<file path="src/rtl/conv_in_stream_tx.sv">
// ---------------------------------------------------------------------------
// conv_in_stream_tx
// Host-side transmitter for the conv accelerator input stream. Sends two IFMD
// halves and four kernel blocks (3x3 or 5x5) from a synchronous source RAM,
// framing each segment with a start strobe, then waits for the accelerator's
// result-start pulse before reporting done.
//
// Optional feature macro: CONV_TX_TIMEOUT_EN (out_st watchdog, sets o_err).
//
// Ports
//   i_clk          clock, rising edge
//   i_rst_n        asynchronous reset, active-low
//   i_start        1-cycle frame request (ignored while busy)
//   i_is_5x5_cfg   kernel size for the frame, sampled on accepted start
//   o_src_rd       source RAM read enable
//   o_src_addr     source RAM byte address
//   i_src_data     source RAM read data, valid the cycle after o_src_rd
//   o_in_st_ifmd   IFMD segment start strobe
//   o_in_st_kw     kernel segment start strobe
//   o_kw_is_5_5    kernel size level to receiver
//   o_din          data byte
//   i_out_st       result-start pulse from accelerator
//   o_busy         high from accepted start until done
//   o_done         1-cycle frame completion pulse
//   o_err          sticky watchdog flag (0 unless CONV_TX_TIMEOUT_EN)
// ---------------------------------------------------------------------------
module conv_in_stream_tx #(
    parameter int unsigned IFMD_BYTES  = 64,
    parameter int unsigned AW          = 8,
    parameter int unsigned GAP_CYC     = 4
`ifdef CONV_TX_TIMEOUT_EN
    , parameter int unsigned TIMEOUT_CYC = 1024
`endif
) (
    input  logic          i_clk,
    input  logic          i_rst_n,
    input  logic          i_start,
    input  logic          i_is_5x5_cfg,
    output logic          o_src_rd,
    output logic [AW-1:0] o_src_addr,
    input  logic [7:0]    i_src_data,
    output logic          o_in_st_ifmd,
    output logic          o_in_st_kw,
    output logic          o_kw_is_5_5,
    output logic [7:0]    o_din,
    input  logic          i_out_st,
    output logic          o_busy,
    output logic          o_done,
    output logic          o_err
);

    localparam int unsigned NMAX = (IFMD_BYTES > 25) ? IFMD_BYTES : 25;
    // headroom so the read-ahead compare (cnt + 3) cannot overflow
    localparam int unsigned CW   = $clog2(NMAX + 4);
    localparam int unsigned GW   = $clog2(GAP_CYC) + 1;

    typedef enum logic [2:0] {
        S_IDLE, S_PRE, S_STROBE, S_DATA, S_GAP, S_WAIT, S_DONE
    } state_t;

    state_t          r_state;
    logic [2:0]      r_seg;
    logic [CW-1:0]   r_cnt;
    logic [GW-1:0]   r_gap;
    logic            r_src_rd;
    logic [AW-1:0]   r_src_addr;
    logic            r_ifmd;
    logic            r_kw;
    logic            r_kw55;
    logic [7:0]      r_din;
    logic            r_busy;
    logic            r_done;

    logic [CW-1:0]   w_n;
    logic            w_last;
    logic            w_rd_more;

    // Segment base: two IFMD halves, then kernels on a fixed 25-byte stride
    function automatic logic [AW-1:0] f_base(input logic [2:0] s);
        logic [AW-1:0] b;
        case (s)
            3'd0:    b = '0;
            3'd1:    b = AW'(IFMD_BYTES);
            default: b = AW'(2 * IFMD_BYTES) + AW'(25) * AW'(s - 3'd2);
        endcase
        return b;
    endfunction

    // Segment length and data-phase control
    assign w_n       = (r_seg < 3'd2) ? CW'(IFMD_BYTES) : (r_kw55 ? CW'(25) : CW'(9));
    assign w_last    = (r_cnt == (w_n - CW'(1)));
    // while showing byte i, the read in flight for next cycle is byte i+3
    assign w_rd_more = ((r_cnt + CW'(3)) < w_n);

`ifdef CONV_TX_TIMEOUT_EN
    localparam int unsigned TW = $clog2(TIMEOUT_CYC) + 1;
    logic [TW-1:0] r_to;
    logic          r_err;
    assign o_err = r_err;
`else
    assign o_err = 1'b0;
`endif

    // Frame sequencer; all outputs registered for the state being entered
    always_ff @(posedge i_clk or negedge i_rst_n) begin
        if (!i_rst_n) begin
            r_state    <= S_IDLE;
            r_seg      <= '0;
            r_cnt      <= '0;
            r_gap      <= '0;
            r_src_rd   <= 1'b0;
            r_src_addr <= '0;
            r_ifmd     <= 1'b0;
            r_kw       <= 1'b0;
            r_kw55     <= 1'b0;
            r_din      <= '0;
            r_busy     <= 1'b0;
            r_done     <= 1'b0;
`ifdef CONV_TX_TIMEOUT_EN
            r_to       <= '0;
            r_err      <= 1'b0;
`endif
        end else begin
            case (r_state)
                S_IDLE: begin
                    r_done <= 1'b0;
                    if (i_start) begin
                        r_state    <= S_PRE;
                        r_seg      <= '0;
                        r_kw55     <= i_is_5x5_cfg;
                        r_busy     <= 1'b1;
                        r_src_rd   <= 1'b1;
                        r_src_addr <= f_base(3'd0);
`ifdef CONV_TX_TIMEOUT_EN
                        r_err      <= 1'b0;
`endif
                    end
                end
                S_PRE: begin
                    r_state    <= S_STROBE;
                    r_ifmd     <= (r_seg < 3'd2);
                    r_kw       <= !(r_seg < 3'd2);
                    r_src_rd   <= 1'b1;
                    r_src_addr <= r_src_addr + AW'(1);
                end
                S_STROBE: begin
                    r_state    <= S_DATA;
                    r_ifmd     <= 1'b0;
                    r_kw       <= 1'b0;
                    r_din      <= i_src_data;
                    r_cnt      <= '0;
                    r_src_rd   <= (w_n > CW'(2));
                    r_src_addr <= r_src_addr + AW'(1);
                end
                S_DATA: begin
                    if (w_last) begin
                        r_state  <= S_GAP;
                        r_din    <= '0;
                        r_src_rd <= 1'b0;
                        r_gap    <= '0;
                    end else begin
                        r_din    <= i_src_data;
                        r_cnt    <= r_cnt + CW'(1);
                        r_src_rd <= w_rd_more;
                        if (w_rd_more) begin
                            r_src_addr <= r_src_addr + AW'(1);
                        end
                    end
                end
                S_GAP: begin
                    if (r_gap == GW'(GAP_CYC - 1)) begin
                        if (r_seg == 3'd5) begin
                            r_state <= S_WAIT;
`ifdef CONV_TX_TIMEOUT_EN
                            r_to    <= '0;
`endif
                        end else begin
                            r_state    <= S_PRE;
                            r_seg      <= r_seg + 3'd1;
                            r_src_rd   <= 1'b1;
                            r_src_addr <= f_base(r_seg + 3'd1);
                        end
                    end else begin
                        r_gap <= r_gap + GW'(1);
                    end
                end
                S_WAIT: begin
                    // out_st wins over a watchdog expiry in the same cycle
                    if (i_out_st) begin
                        r_state <= S_DONE;
                        r_done  <= 1'b1;
                    end
`ifdef CONV_TX_TIMEOUT_EN
                    else if (r_to == TW'(TIMEOUT_CYC - 1)) begin
                        r_state <= S_DONE;
                        r_done  <= 1'b1;
                        r_err   <= 1'b1;
                    end else begin
                        r_to <= r_to + TW'(1);
                    end
`endif
                end
                S_DONE: begin
                    r_state <= S_IDLE;
                    r_done  <= 1'b0;
                    r_busy  <= 1'b0;
                    r_kw55  <= 1'b0;
                end
                default: r_state <= S_IDLE;
            endcase
        end
    end

    assign o_src_rd     = r_src_rd;
    assign o_src_addr   = r_src_addr;
    assign o_in_st_ifmd = r_ifmd;
    assign o_in_st_kw   = r_kw;
    assign o_kw_is_5_5  = r_kw55;
    assign o_din        = r_din;
    assign o_busy       = r_busy;
    assign o_done       = r_done;

endmodule
</file>
<file path="config.mk">
export PLATFORM = sky130hd
export DESIGN_NAME = conv_in_stream_tx
export DESIGN_NICKNAME = d
export VERILOG_FILES = /design/src/rtl/conv_in_stream_tx.sv
export SDC_FILE = /design/constraint.sdc
export NUM_CORES = 1
export LEC_CHECK = 0
export CAP_MARGIN = 10
export CORE_MARGIN = 2
export CORE_UTILIZATION = 45
export DETAILED_ROUTE_END_ITERATION = 12
export GPL_TIMING_DRIVEN = 0
export PLACE_DENSITY = 0.71
export SLEW_MARGIN = 20
export SYNTH_ARGS = -nofsm -noshare
export SYNTH_HDL_FRONTEND = slang
export SYNTH_SLANG_ARGS = --single-unit
</file>
<file path="constraint.sdc">
create_clock -name i_clk -period 7.6 [get_ports i_clk]
set_input_delay 0.76 -clock i_clk [delete_from_list [all_inputs] [get_ports i_clk]]
set_output_delay 0.76 -clock i_clk [all_outputs]
set_load 0.01 [all_outputs]
</file>
== Yosys cells after proc, flatten, opt, wreduce, memory -nomap -nowiden ==
Cells that the tools add are included.
Word-level totals
  register bits after elaboration: 38
  latch bits: 0
  memory bits (writable): 0
  bits in read-only memories: 0
  bits of input ports: 13
  word-level logic and storage cells: 101
  memories: 0
Cells by class
  add/subtract/negate cells: 8
  multipliers: 1
  divide/modulo/power cells: 0
  $lt $le $gt $ge: 3
  equality and inequality tests: 18
  shift operators: 0
  mux-type cells: 38
  bitwise gates (word level): 0
  reductions and logical operators: 21
Operators by type and width (number)
  $mux W8: 6
  $pmux W8 S2: 2
  $pmux W8 S4: 1
  $mux W3: 10
  $pmux W3 S6: 1
  $ne A2 B2 Y1 const B: 8
  $mux W7: 2
  $pmux W7 S2: 1
  $eq A3 B3 Y1 const B: 4
  $pmux W3 S2: 2
  $reduce_and A4 Y1: 3
  $reduce_bool A2 Y1: 6
  $pmux W1 S2: 5
  $eq A3 B2 Y1 const B: 3
  $add A8 B1 Y8 const B: 1
  $add A8 B8 Y8 const A: 1
  $mul A6 B4 Y8 const A: 1
  $add A7 B1 Y7 const B: 1
  $add A7 B2 Y7 const B: 1
  $eq A7 B7 Y1: 1
  $gt A7 B2 Y1 const B: 1
  $lt A7 B7 Y1: 1
  $sub A7 B1 Y7 const B: 1
  $add A3 B1 Y3 const B: 2
  other kinds (14): 24

== Depth between registers and ports, before layout ==
  word-level depth: 8
  mapped depth: 12
  mapped depth without buffers: 11

== Worst setup path after synthesis ==
OpenSTA, ideal clock, no wires.
  path kind: flip-flop to flip-flop
  from: register r_cnt[0]
  to: register r_src_addr[0], in the netlist o_src_addr[0]
  setup time: 0.125 ns
  arrival time: 2.480 ns
  data required time: 7.475 ns
  setup slack: 4.995 ns
  cell stages (with the launch flop): 13
  buffers on the path: 1
  clock period less this slack: 2.605 ns
  path through: dfrtp_1 > inv_1 > ha_1 > nor2_1 > xor2_1 > ha_1 > o21ai_0 > a41oi_1 > o31a_1 > o311ai_4 > nand2b_2 > buf_6 > mux2_4
Between the ends
  word-level cells in the longest chain between the ends: 4
  elaborated cells between the ends (all ways): 6
Ends and longest elaborated chain
  from (decl): line 63  | logic [CW-1:0] r_cnt;
  from (signal assigned): line 163  | r_cnt <= r_cnt + CW'(1);
  $add A7 B2 Y7: line 93  | assign w_rd_more = ((r_cnt + CW'(3)) < w_n);
  $lt A7 B7 Y1: line 93
  $ne A2 B2 Y1 (no source line)
  $reduce_and A6 Y1 (no source line) (*)
  to (signal assigned): line 133  | r_src_addr <= f_base(3'd0);
  to (signal assigned): line 144  | r_src_addr <= r_src_addr + AW'(1);
  to (signal assigned): line 153  | r_src_addr <= r_src_addr + AW'(1);
  to (decl): line 66  | logic [AW-1:0] r_src_addr;
Mark *: on every way between the ends. The rest lies on a longest branch, timed or not.
A chain may end at the register's enable or synchronous reset.

== Worst setup path after layout ==
  from: register r_cnt[0]
  to: register r_src_addr[1], in the netlist o_src_addr[1]
The elaborated chain is that of the path after synthesis.

==> flow_summary_export.csv <==
group,metric,value,unit
synthesis,syn-cell-area,2370,um2
die,fp.dieW,76.6,um
critical_path,reg2reg_from,"r_cnt[0]$_DFFE_PN0P_",
drt,via_per_inst,5.42,
critical_path,r2r_cells,12,
run,max_cap_viol_count,0,
drt,wl_per_cell,13.6,um
sta,fin_skew,0.00672,ns
critical_path,critPathCapture,"o_src_addr[1]$_DFFE_PN0P_",
synthesis,ys_ff_latch,38,
power,p_per_area,292,nW/um2
min_path,hold_path.class,"in2async",
drt,ant_nets,0,
final_layout,finalNetCount,335,
power,leakagePower,1.27,nW
critical_path,cp_max_fo,9,
critical_path,worstSetupEndpointType,"register",
final_layout,drive_gt1_frac,0.0789,
drt,vias,2028,
synthesis,synth_nets,293,
synthesis,synth_cell_type_count,49,
synthesis,synth-edff-count,0,
drt,drc,0,
die,rows,26,
critical_path,cp-start-kind,"register",
critical_path,worstPathArrival,3.07,ns
final_layout,nFillCells,482,
sta,slew_headroom,0.508,
final_layout,stdcell_area,2930,um2
synthesis,ys_async_sr_fraction,1.00,
global_route,grt.total_usage,0.184,
place,dp_hpwl,3.79,mm
die,core_area,5110,um2
clock_network,path_clk_slew,0.08,ns
critical_path,critPathLaunch,"r_cnt[0]$_DFFE_PN0P_",
synthesis,synth.largest_area_cell,"dfrtp_1",
clock_network,clock_latency,0.29,ns
critical_path,required,7.78,ns
sta,period_needed,2.89,ns
status,status,"finished, final reports clean",
final_layout,syn_to_final_growth,23.5,%
sta,finalSetupViolations,0,
die,start_util,0.464,
synthesis,ys.flop_type,"dfrtp_1",
place,place_area,2810,um2
final_layout,n_antenna_cell,0,
clock_network,cts_buffer_depth,2,
die,dieArea,5870,um2
clock_network,cts_setup_buffers,0,
synthesis,syn_avg_cell_area,9.08,um2
synthesis,synth_warnings,0,
clock_network,cts_tree,"built",
critical_path,r2r-end,"o_src_addr[1]$_DFFE_PN0P_",
synthesis,yosysSeqAreaShare,0.401,
sta,rsz0062_at_grt,"no",
global_route,grt_pass1_wl,8.84,mm
clock_network,cts.sinks,38,
sta,finalHoldViolCount,0,
sta,worstMarginPinSlew,0.734,ns
sta,fin_ws,4.71,ns
die,ioPinCount,36,
place,dp_slack,4.71,ns
sta,period_share,0.380,
synthesis,synthTopCellsByArea,"dfrtp_1 (40%), ha_1 (9.5%), nand2_1 (5.2%)",
sta,drv_slew,0,
clock_network,cts_hold_buf,0,
die,die_height,76.6,um
place,io_buffer_count,34,
synthesis,synthCells,261,
clock_network,cts_resized,0,
clock_network,cts_buffers,5,
drt,first_iter_violations,168,
global_route,overflow,0,
drt,drt_pre_antenna_iters,4,
power,peakVddDrop,147,uV
drt,routed_wirelength,5.07,mm
sta,setup_tns,0,ns
global_route,grt_max_degree,28,
place,place_congestion,0.886,
critical_path,crit_type,"reg2reg",
synthesis,synth_top_area_frac,0.401,
clock_network,root_buffer,"clkbuf_8",
sta,fmax,346,MHz
critical_path,r2r_setup_slack,4.71,ns
clock_network,htreeDepth,2,
global_route,grt_pass1_vias,1864,
global_route,antenna_found_initial,0,
-- critical path: stages, from the launching register on --
cell      delay [ns]
dfrtp_1         0.45
inv_1           0.11
ha_1            0.25
nor2_1          0.14
xor2_1          0.19
ha_1            0.25
o21ai_0         0.07
a41oi_1         0.06
o31a_1          0.32
o311ai_4        0.39
nand2b_2        0.10
buf_6           0.15
mux2_4          0.29
-- cells by family after synthesis --
| family | after synthesis | synth area share |
|---|---|---|
| xor gates and xnor gates | 9 | 0.0332 |
| buffers and inverters | 23 | 0.0427 |
| adders and majority gates | 19 | 0.103 |
| and+or+nand+nor | 93 | 0.185 |
| AOI/OAI and AO/OA | 75 | 0.215 |
| other | 1 | 0.00158 |
| muxes | 3 | 0.0174 |
| DFF | 38 | 0.401 |
-- synth_stat cells, types with 5 or more instances --
cell	number
inv_1	10
nor3_1	6
dfrtp_1	38
a22o_1	9
nand3_1	6
ha_1	18
nor2_1	26
nor2b_1	7
nand2_1	33
o21ai_0	23
a21oi_1	13
clkbuf_1	7
xor2_1	5
o2bb2ai_1	6
-- flip-flops by register name (all words and copies together), names as in the netlist --
| register | cells |
|---|---|
| o_din | 8 |
| o_src_addr | 8 |
| r_cnt | 7 |
| r_gap | 3 |
| r_seg | 3 |
| r_state | 3 |
| o_busy | 1 |
| o_done | 1 |
| o_in_st_ifmd | 1 |
| o_in_st_kw | 1 |
| o_kw_is_5_5 | 1 |
| o_src_rd | 1 |
-- through the flow --
stage          cells  utilization  total power, W  hold slack [ns]
6_report         374        0.573        0.000855            0.342
5_1_grt          374        0.573        0.000920            0.352
4_1_cts          374        0.573        0.000862            0.344
3_5_place_dp     366        0.551        0.000684            0.468
3_3_place_gp     365        0.548        0.000675            0.460
2_1_floorplan    261            -        0.000551            0.449
-- power by group --
| part | total, W | internal [W] | switching (W) |
|---|---|---|---|
| combinational | 0.000378 | 0.000191 | 0.000186 |
| clock | 0.000175 | 0.0000977 | 0.0000769 |
| sequential | 0.000303 | 0.000253 | 0.0000500 |
-- cell usage in the layout (no fill, tap or decap), drive strengths merged, types with 2 or more instances in the layout --
cell type,n
xor2,5
o21a,2
clkinvlp,2
nand3,6
a22o,9
nor3,6
nand2,34
or2,2
nand4,2
a21oi,13
xnor2,4
a32oi,2
nor2,26
o2bb2ai,6
o31ai,4
clkdlybuf4s50,33
nand2b,5
dfrtp,38
mux2,3
o21ai,24
a31oi,4
clkbuf,13
nor2b,7
inv,10
buf,6
a21o,2
o22ai,2
ha,18
-- metal layers --
| layer | GRT usage | up-vias | share of wire |
|---|---|---|---|
| li1 | - | 1002 | - |
| met1 | 0.261 | 957 | 0.49 |
| met2 | 0.288 | 63 | 0.45 |
| met3 | 0.0403 | 6 | 0.052 |
| met4 | 0.0436 | 0 | 0.0091 |
| met5 | 0 | - | 0 |
-- cell type report --
cell class              count  area (um2)  share of cell area
plain buffers              12        60.1              0.0205
clock buffers               5        68.8              0.0235
clock inverters             3        45.0              0.0154
inverters                  11        41.3              0.0141
multi-input cells         200        1320               0.450
flip-flops and latches     38         951               0.325
well taps                  70        87.6              0.0299
repair buffers             35         355               0.121
-- worst min path at each step --
stage	from	end	slack (ns)	depth (start not counted)
final	i_rst_n	r_seg[1]$_DFFE_PN0P_	0.34	1
after global routing	i_rst_n	r_seg[1]$_DFFE_PN0P_	0.35	1
after CTS	i_rst_n	r_seg[1]$_DFFE_PN0P_	0.34	1
after detailed placement	o_src_rd$_DFFE_PN0P_	o_src_rd$_DFFE_PN0P_	0.47	2
after global placement	r_gap[2]$_DFFE_PN0P_	r_gap[2]$_DFFE_PN0P_	0.46	2
after floorplan	r_gap[2]$_DFFE_PN0P_	r_gap[2]$_DFFE_PN0P_	0.45	2
Note: power is estimated with default switching activity, not from simulation.
